**src/rtl/surf_byte_capture_multi_if.sv**
```systemverilog
// Channel bus between the capture block and its driver: control, data words and error status.
interface surf_byte_capture_multi_if #(
  parameter int NCHAN        = 2,
  parameter int WIDTH        = 8,
  parameter int ERRCNT_WIDTH = 16
);
  logic                          sync_i;
  logic [NCHAN-1:0]              capture_i;
  logic [NCHAN-1:0]              enable_i;
  logic [NCHAN-1:0]              err_clr_i;
  logic [NCHAN*WIDTH-1:0]        data_i;
  logic [NCHAN*WIDTH-1:0]        data_o;
  logic [NCHAN-1:0]              valid_o;
  logic [NCHAN-1:0]              biterr_o;
  logic [NCHAN*ERRCNT_WIDTH-1:0] errcnt_o;

  modport master (
    output sync_i, capture_i, enable_i, err_clr_i, data_i,
    input  data_o, valid_o, biterr_o, errcnt_o
  );

  modport slave (
    input  sync_i, capture_i, enable_i, err_clr_i, data_i,
    output data_o, valid_o, biterr_o, errcnt_o
  );
endinterface

```
**src/rtl/surf_byte_capture_multi.sv**
```systemverilog
// Multi-channel byte capture on a 2-cycle frame phase plus idle-pattern stability checking.
// Latency 2-3 cycles request to valid_o; no backpressure, valid_o is a 1-cycle pulse.
module surf_byte_capture_multi #(
  parameter int NCHAN        = 2,
  parameter int WIDTH        = 8,
  parameter int PERIOD       = 2,
  parameter int SETTLE       = 16,
  parameter int ERRCNT_WIDTH = 16
) (
  input  logic                     sysclk_i,
  input  logic                     rst_n_i,
  surf_byte_capture_multi_if.slave bus
);
  localparam int                      SW         = $clog2(SETTLE + 1);
  localparam logic [SW-1:0]           SETTLE_MAX = SW'(SETTLE);
  localparam logic [ERRCNT_WIDTH-1:0] ERR_SAT    = '1;

  logic                                   phase;
  logic [NCHAN-1:0]                       pending;
  logic [NCHAN-1:0]                       ce;
  logic [NCHAN-1:0]                       req;
  logic [NCHAN-1:0]                       armed;
  logic [NCHAN-1:0]                       err;
  logic [NCHAN-1:0]                       valid_q;
  logic [NCHAN-1:0]                       biterr_q;
  logic [NCHAN-1:0][WIDTH-1:0]            din;
  logic [NCHAN-1:0][WIDTH-1:0]            data_q;
  logic [NCHAN-1:0][PERIOD-1:0][WIDTH-1:0] hist;
  logic [NCHAN-1:0][SW-1:0]               settle;
  logic [NCHAN-1:0][ERRCNT_WIDTH-1:0]     errcnt_q;

  assign din          = bus.data_i;
  assign bus.data_o   = data_q;
  assign bus.valid_o  = valid_q;
  assign bus.biterr_o = biterr_q;
  assign bus.errcnt_o = errcnt_q;

  always_comb begin
    req   = bus.capture_i | pending | bus.enable_i;
    armed = '0;
    err   = '0;
    for (int k = 0; k < NCHAN; k++) begin
      armed[k] = (settle[k] == SETTLE_MAX) & ~bus.enable_i[k];
      err[k]   = armed[k] & (din[k] != hist[k][PERIOD-1]);
    end
  end

  always_ff @(posedge sysclk_i) begin
    if (!rst_n_i) begin
      phase    <= 1'b0;
      pending  <= '0;
      ce       <= '0;
      valid_q  <= '0;
      data_q   <= '0;
      biterr_q <= '0;
      errcnt_q <= '0;
      settle   <= '0;
      hist     <= '0;
    end else begin
      phase   <= bus.sync_i ? 1'b0 : ~phase;
      // A request landing on phase 1 is parked one cycle so the sample still falls on phase 1.
      pending <= (pending | bus.capture_i) & {NCHAN{phase}};
      ce      <= req & {NCHAN{~phase}};
      valid_q <= ce;
      for (int k = 0; k < NCHAN; k++) begin
        if (ce[k]) data_q[k] <= din[k];

        if (bus.enable_i[k]) settle[k] <= '0;
        else if (settle[k] != SETTLE_MAX) settle[k] <= settle[k] + 1'b1;

        // History freezes while the channel is live so the check resumes on the old pattern.
        if (!bus.enable_i[k]) begin
          for (int i = PERIOD - 1; i > 0; i--) hist[k][i] <= hist[k][i-1];
          hist[k][0] <= din[k];
        end

        if (armed[k]) biterr_q[k] <= err[k];

        if (bus.err_clr_i[k]) errcnt_q[k] <= ERRCNT_WIDTH'(err[k]);
        else if (err[k] && (errcnt_q[k] != ERR_SAT)) errcnt_q[k] <= errcnt_q[k] + 1'b1;
      end
    end
  end
endmodule

```
**src/flat_wrapper.sv**
```systemverilog
// flat-port wrapper written by rule: the top's interface ports become plain ports
module surf_byte_capture_multi_flat 
#(
  parameter int NCHAN        = 2,
  parameter int WIDTH        = 8,
  parameter int PERIOD       = 2,
  parameter int SETTLE       = 16,
  parameter int ERRCNT_WIDTH = 16
)
  (sysclk_i, rst_n_i, bus_sync_i, bus_capture_i, bus_enable_i, bus_err_clr_i, bus_data_i, bus_data_o, bus_valid_o, bus_biterr_o, bus_errcnt_o);
  surf_byte_capture_multi_if #(.NCHAN(NCHAN), .WIDTH(WIDTH), .ERRCNT_WIDTH(ERRCNT_WIDTH)) bus_i ();
  input  logic sysclk_i;
  input  logic rst_n_i;
  input wire logic [$bits(bus_i.sync_i)-1:0] bus_sync_i;
  input wire logic [$bits(bus_i.capture_i)-1:0] bus_capture_i;
  input wire logic [$bits(bus_i.enable_i)-1:0] bus_enable_i;
  input wire logic [$bits(bus_i.err_clr_i)-1:0] bus_err_clr_i;
  input wire logic [$bits(bus_i.data_i)-1:0] bus_data_i;
  output wire logic [$bits(bus_i.data_o)-1:0] bus_data_o;
  output wire logic [$bits(bus_i.valid_o)-1:0] bus_valid_o;
  output wire logic [$bits(bus_i.biterr_o)-1:0] bus_biterr_o;
  output wire logic [$bits(bus_i.errcnt_o)-1:0] bus_errcnt_o;
  assign bus_i.sync_i = bus_sync_i;
  assign bus_i.capture_i = bus_capture_i;
  assign bus_i.enable_i = bus_enable_i;
  assign bus_i.err_clr_i = bus_err_clr_i;
  assign bus_i.data_i = bus_data_i;
  assign bus_data_o = bus_i.data_o;
  assign bus_valid_o = bus_i.valid_o;
  assign bus_biterr_o = bus_i.biterr_o;
  assign bus_errcnt_o = bus_i.errcnt_o;
  surf_byte_capture_multi #(.NCHAN(NCHAN), .WIDTH(WIDTH), .PERIOD(PERIOD), .SETTLE(SETTLE), .ERRCNT_WIDTH(ERRCNT_WIDTH)) u_core (.sysclk_i(sysclk_i), .rst_n_i(rst_n_i), .bus(bus_i));
endmodule
```
**config.mk**
```make
export PLATFORM = sky130hd
export DESIGN_NAME = surf_byte_capture_multi_flat
export DESIGN_NICKNAME = d
export VERILOG_FILES = /design/src/rtl/surf_byte_capture_multi_if.sv /design/src/rtl/surf_byte_capture_multi.sv /design/src/flat_wrapper.sv
export SDC_FILE = /design/constraint.sdc
export NUM_CORES = 1
export LEC_CHECK = 0
export BUFFER_PORTS_ARGS = -buffer_cell sky130_fd_sc_hd__buf_2
export CAP_MARGIN = 5
export CORE_UTILIZATION = 40
export CTS_CLUSTER_SIZE = 30
export DETAILED_ROUTE_END_ITERATION = 6
export MAX_ROUTING_LAYER = met4
export PLACE_DENSITY_LB_ADDON = 0.12
export SYNTH_ARGS = -nofsm -noshare
export SYNTH_HDL_FRONTEND = slang
export SYNTH_SLANG_ARGS = --single-unit
```
**constraint.sdc**
```tcl
create_clock -name sysclk_i -period 2.4 [get_ports sysclk_i]
set_input_delay 0 -clock sysclk_i [delete_from_list [all_inputs] [get_ports sysclk_i]]
set_output_delay 0 -clock sysclk_i [all_outputs]
set_load 0.1 [all_outputs]
```
==> results of run 1 <==
## area by class of cell
cell class	count	share of cell area [%]
Multi-Input combinational cell	341	43.5
Clock inverter	5	1.53
Timing Repair Buffer	101	11.2
Sequential cell	99	35.9
Tap cell	140	3.15
Clock buffer	11	4.37
Inverter	6	0.405
## critical path: cells and delay by family, from the launching register on
family,cells,cell delay [ns]
buffers and inverters,2,0.29
and+or+nand+nor,3,0.92
adders and majority gates,1,0.17
AOI/OAI and AO/OA,2,0.23
DFF,1,0.32
## cells in the final DEF, fill, tap and decap left out, drive strengths merged, types with 2 or more instances in the layout
master	count
nand3	17
nand2	20
nand2b	10
dfxtp	99
xnor2	11
a31oi	4
a41o	3
a21boi	3
or4	13
o31ai	8
o211ai	4
nand4	15
dlygate4sd3	21
bufinv	2
and3	3
and4	5
buf	80
o21ai	10
mux2i	50
xor2	14
or3	4
clkbuf	11
nor3	4
nor4	4
nor2b	51
o41ai	2
o2111ai	4
ha	6
a211oi	2
and2	7
inv	7
a21oi	22
nor2	34
a31o	4
## state kept, by name (all words and copies together), names as in the netlist
signal and flops:
u_core.bus.data_o 16, u_core.bus.errcnt_o 32, u_core.ce 2, u_core.pending 2, u_core.bus.biterr_o 2, u_core.settle 10
u_core.phase 1, u_core.hist 32, u_core.bus.valid_o 2
## worst min-delay path by stage
stage	startpoint	end	slack, ns	depth (start not counted)
after floorplan	bus_sync_i	u_core.phase	0.07	1
after global placement	bus_sync_i	u_core.phase	0.16	2
after detailed placement	bus_sync_i	u_core.phase	0.16	2
after CTS	bus_err_clr_i[1]	u_core.bus.errcnt_o[16]	0.06	3
after global routing	bus_err_clr_i[1]	u_core.bus.errcnt_o[16]	0.09	3
final	bus_err_clr_i[1]	u_core.bus.errcnt_o[16]	0.08	3
## routing by layer
layer | track usage, % | up-vias | wire [microns]
met4 | 5.79 | 0 | 94
met2 | 28.6 | 73 | 4450
met3 | 4.64 | 7 | 416
li1 | - | 1865 | -
met5 | - | - | 0
met1 | 22.6 | 1717 | 4710
## power by group
| part | switching [uW] | total (uW) | internal [uW] |
|---|---|---|---|
| combinational | 248 | 384 | 136 |
| clock | 622 | 1570 | 948 |
| sequential | 36.9 | 1730 | 1690 |
## kinds of logic (layout without fill, tap and decap cells)
| group | Yosys count | count (layout) | share of synthesized area (%) |
|---|---|---|---|
| muxes | 50 | 50 | 11.1 |
| buffers and inverters | 25 | 123 | 2.60 |
| xor gates and xnor gates | 25 | 25 | 4.85 |
| DFF | 99 | 99 | 43.9 |
| and+or+nand+nor | 190 | 190 | 25.3 |
| AOI/OAI and AO/OA | 70 | 70 | 10.6 |
| adders and majority gates | 6 | 6 | 1.66 |
## what timing repair did
action,4_1_cts,5_1_grt
hold endpoints to repair,39,0
gates resized for setup,0,0
hold buffers,21,0
## stage by stage
stage	utilization, %	hold slack (ns)	instance area [sq um]
4_1_cts	50.8	0.0615	5560
3_3_place_gp	45.9	0.158	5020
3_5_place_dp	45.9	0.160	5020
5_1_grt	50.8	0.0875	5560
2_1_floorplan	-	0.0724	4530
6_report	50.8	0.0773	5560
==> results_dict.tcl, run 1 <==
set metrics [dict create \
    area_delta_synth_final_pct 23.1 \
    grt_first_pass_wirelength_microns 16200 \
    cts.sinks 99 \
    grt_setup_unrepaired "no" \
    finalSetupTns_ns 0 \
    htreeDepth 3 \
    period_needed_ns 2.02 \
    timing.fmax_mhz 494 \
    finalHoldViolCount 0 \
    dieArea_sq_um 11700 \
    wire_per_inst_microns 13.8 \
    synth_cell_types 53 \
    hold_class "in -> reg" \
    clock_latency_ns 0.34 \
    crit_fanout 26 \
    r2r_cells 8 \
    path_class "reg -> reg" \
    synth_nets 496 \
    numPortBuffers 76 \
    worst_slack_ns 0.377 \
    cts_tree "built" \
    cp-endpoint "u_core.bus.errcnt_o[22]" \
    reg2reg_to "u_core.bus.errcnt_o[22]" \
    drc 0 \
    crit_required_ns 2.66 \
    p_total_uw 3680 \
    dp_hpwl_microns 6610 \
    yosys.area.top_type "dfxtp_1" \
    ys_ff_latch 99 \
    grt_start_max_net_pins 59 \
    leakage_uw 0.00229 \
    synth_area_per_cell_sq_um 9.71 \
    yosysSeqAreaShare_pct 43.9 \
    chipWidth_microns 108 \
    drt_iter0_markers 104 \
    crit_path_start "u_core.settle[6]" \
    ant_nets 0 \
    root_buffer "clkbuf_16" \
    grt_usage_pct 18.1 \
    firstDrtPassIters 4 \
    synth_ff_type "dfxtp_1" \
    critPathLaunchType "flop" \
    place_inst 666 \
    arrival_ns 2.29 \
    numCtsBuffers 9 \
    synthCells 465 \
    synth_common_cells "99 x dfxtp_1, 51 x nor2b_1, 50 x mux2i_1, 33 x nor2_1, 21 x a21oi_1" \
    yosysMostFrequentCell "dfxtp_1" \
    die_h_microns 108 \
    pre_cts_ws_ns 0.391 \
    clk_pin_slew_worst_paths_ns 0.07 \
    endpoint_kind "flop" \
    status "finished, final reports clean" \
    cpMaxStageDelayCell "or4_1" \
    fin_cells 703 \
    ir_drop_v 0.000479 \
    synth_area_sq_um 4520 \
    first_global_vias 3399 \
    synth_top_area_share_pct 43.9 \
    fill_cells 1071 \
    clockBufferDepth 2 \
    multi_input_area_sq_um 2420 \
    wl_microns 9670 \
    slew_viol_final 0 \
    nets 589 \
    worst_pin_slew_ns 0.598 \
    viasPerCell 5.21 \
    drive_gt1_share_pct 20.8 \
    period_share_pct 84.3 \
    regArea_sq_um 1990 \
    n_antenna_cell 0 \
    dr_total_vias 3662 \
    coreArea_sq_um 10900 \
    finalSetupViolations 0 \
    finClkSkew_ns 0.00670 \
    post-cts-setup-buffer-count 0 \
    num_rows 38 \
    antenna_found_initial 0 \
    async_reset_ff_share_pct 0 \
    initial_utilization_pct 41.3 \
    synth_edf_count 0 \
    r2r_slack_ns 0.38 \
    cp_slowest_stage_delay_ns 0.51 \
    r2r-start "u_core.settle[6]" \
    yosys_warnings 0 \
    drv_cap 0 \
    ioPinCount 77 \
    place.gp.congestion 0.780 \
    synth_area_leaders "dfxtp_1 44%, mux2i_1 11%, nor2b_1 7.1%" \
    slew_headroom_pct 59.8 \
    power.density_nw_per_um2 663 \
    crit_chain "inv_1, ha_1, nand4bb_2, nor2_2, o21ai_1, buf_4, or4_1, a21oi_1" \
    overflow 0 \
]
No activity file was read; power rests on OpenSTA's default activity.
==> inputs of run 2 (changes only) <==
==> constraint.sdc (replaced) <==
create_clock -name sysclk_i -period 1.7 [get_ports sysclk_i]
set_input_delay 0 -clock sysclk_i [delete_from_list [all_inputs] [get_ports sysclk_i]]
set_output_delay 0 -clock sysclk_i [all_outputs]
set_load 0.1 [all_outputs]
==> run 2 against run 1 <==
The run now ends with negative setup slack left. Worst hold slack worse by 0.0032 ns. Flip-flop and latch count unchanged. Via count up 7.6%. Non-clock buffer count up 59. Maximum frequency up 12%. Cell area up 15%. Die area unchanged. Cell count up 8.5%. First-iteration DRC count up 53%. Worst setup slack worse by 0.48 ns. Register-to-register slack worse by 0.48 ns. Sequential power up 39%. Critical endpoint is now u_core.bus.errcnt_o[7]. Largest cell class unchanged. Largest power group unchanged. Highest routed layer unchanged.
==> results_dict.tcl, run 2 (synthesis gave the netlist of run 1 again) <==
set metrics [dict create \
    fill_cells 980 \
    path_class "reg -> reg" \
    wl_microns 10600 \
    fin_cells 763 \
    grt_usage_pct 19.0 \
    drt_iter0_markers 159 \
    dp_hpwl_microns 7000 \
    viasPerCell 5.17 \
    antenna_found_initial 0 \
    cts_tree "built" \
    p_clk_share_pct 40.1 \
    comb_power_share_pct 11.7 \
    grt_first_pass_wirelength_microns 17100 \
    clockBufferDepth 2 \
    cp_slowest_stage_delay_ns 0.54 \
    violations "negative setup slack" \
    overflow 0 \
    place.gp.congestion 0.770 \
    r2r_cells 7 \
    hold_depth 3 \
    endpoint_kind "flop" \
    r2r_slack_ns -0.1 \
    n_antenna_cell 0 \
    p_int_uw 3650 \
    clock_latency_ns 0.35 \
    numCtsBuffers 9 \
    hp-start "bus_err_clr_i[1]" \
    critPathLaunchType "flop" \
    period_needed_ns 1.80 \
    status "finished with violations" \
    die_h_microns 108 \
    dr_total_vias 3942 \
    reg2reg_to "u_core.bus.errcnt_o[7]" \
    layout_common_cells "76 x buf_2, 65 x dfxtp_1, 57 x buf_4" \
    leakage_uw 0.00268 \
    grt_setup_unrepaired "yes" \
    crit_fanout 7 \
    crit_required_ns 1.97 \
    finalSetupViolations 8 \
    numPortBuffers 76 \
    initial_utilization_pct 41.3 \
    pwr-share-seq_pct 48.1 \
    ant_nets 0 \
    clk_pin_slew_worst_paths_ns 0.07 \
    chipWidth_microns 108 \
    firstDrtPassIters 4 \
    htreeDepth 3 \
    grt_start_max_net_pins 57 \
    ir_drop_v 0.000677 \
    drive_gt1_share_pct 38.2 \
    cpMaxStageDelayCell "or4_4" \
    dieArea_sq_um 11700 \
    slew_viol_final 0 \
    drv_cap 0 \
    worst_slack_ns -0.0990 \
    drc 0 \
    holdWs_ns 0.0741 \
    worstHoldEndpoint "u_core.bus.errcnt_o[16]" \
    final_common_cell "buf_2" \
    coreArea_sq_um 10900 \
    first_global_vias 3614 \
    root_buffer "clkbuf_16" \
    slew_headroom_pct 52.9 \
    worst_pin_slew_ns 0.707 \
    num_rows 38 \
    multi_input_area_sq_um 2670 \
    regArea_sq_um 2090 \
    path_delay_family "simple AND/OR/NAND/NOR gates" \
    hold_class "in -> reg" \
    timing.fmax_mhz 556 \
    cts.sinks 99 \
    p_sw_uw 1330 \
    crit_chain "inv_2, ha_4, and4bb_4, nand2b_4, a21o_4, or4_4, a21oi_2" \
    finClkSkew_ns 0.0104 \
    period_share_pct 106 \
    nets 649 \
    finalHoldViolCount 0 \
    power.share.switching_pct 26.7 \
    ioPinCount 77 \
    power.density_nw_per_um2 782 \
    arrival_ns 2.07 \
    r2r-start "u_core.settle[0]" \
    wire_per_inst_microns 13.9 \
    area_delta_synth_final_pct 41.2 \
    cp_num_buf_inv 1 \
    place_inst 714 \
]
## run 2: cell count changes in the layout (fill, tap and decap cells not counted), sizes merged
cell      previous run  this run
inv                  7         6
bufinv               2         0
a21o                 1         2
clkbuf              11        12
clkinvlp             1         0
clkinv               1         4
buf                 80       139
## run 2: worst max-delay path by stage
stage	start	to	slack, ns	cells after the start
finish	u_core.settle[0]	u_core.bus.errcnt_o[7]	-0.1	7
global route	u_core.settle[0]	u_core.bus.errcnt_o[6]	-0.17	8
CTS	u_core.settle[0]	u_core.bus.errcnt_o[9]	-0.08	7
detailed placement	u_core.settle[0]	u_core.bus.errcnt_o[5]	-0.20	7
global placement	u_core.settle[0]	u_core.bus.errcnt_o[9]	-0.14	7
floorplan	u_core.bus.errcnt_o[17]	u_core.bus.errcnt_o[22]	-0.17	7
## run 2: repair_timing
item,in CTS,in global routing
endpoints found under the hold margin,39,0
hold buffers,21,0
pin swaps,17,13
resized for setup,12,26
setup buffers,3,6
gates cloned,3,0
setup endpoints to repair,11,29
## run 2: power groups by stage
stage	registers, uW	logic [uW]	clock network (uW)
CTS	2400	579	2050
finish	2400	586	2000
floorplan	2620	232	0
global route	2410	628	2140
detailed placement	2450	532	0
global placement	2450	523	0
## run 2: metrics by stage
step | power (uW) | worst slack, ns | setup TNS, ns | instance area [sq um] | utilization (%)
2_1_floorplan | 2850 | -0.173 | -1.88 | 4720 | -
3_3_place_gp | 2970 | -0.140 | -0.639 | 5570 | 50.9
3_5_place_dp | 2990 | -0.203 | -1.28 | 5570 | 50.9
4_1_cts | 5030 | -0.0840 | -0.595 | 6220 | 56.9
5_1_grt | 5170 | -0.166 | -1.53 | 6380 | 58.3
6_report | 4990 | -0.0990 | -0.506 | 6380 | 58.3
## run 2: final cells by class
cell class | count | area share (%)
Inverter | 6 | 0.353
Sequential cell | 99 | 32.7
Multi-Input combinational cell | 342 | 41.8
Clock inverter | 4 | 0.549
Tap cell | 140 | 2.75
Clock buffer | 12 | 4.02
Timing Repair Buffer | 160 | 17.8
## run 2: worst min-delay path, cell delays in order
cell and delay [ns]:
buf_2 0.12, nand2b_1 0.13, o311a_1 0.14
## run 2: layer usage
metal  track usage [%]  part of all wire, %  up-vias
met5                 -                    0        -
met2              30.2                   48       77
met1              24.3                   48     1859
met4              7.24                  1.3        0
met3              3.01                  3.2       11
li1                  -                    -     1995
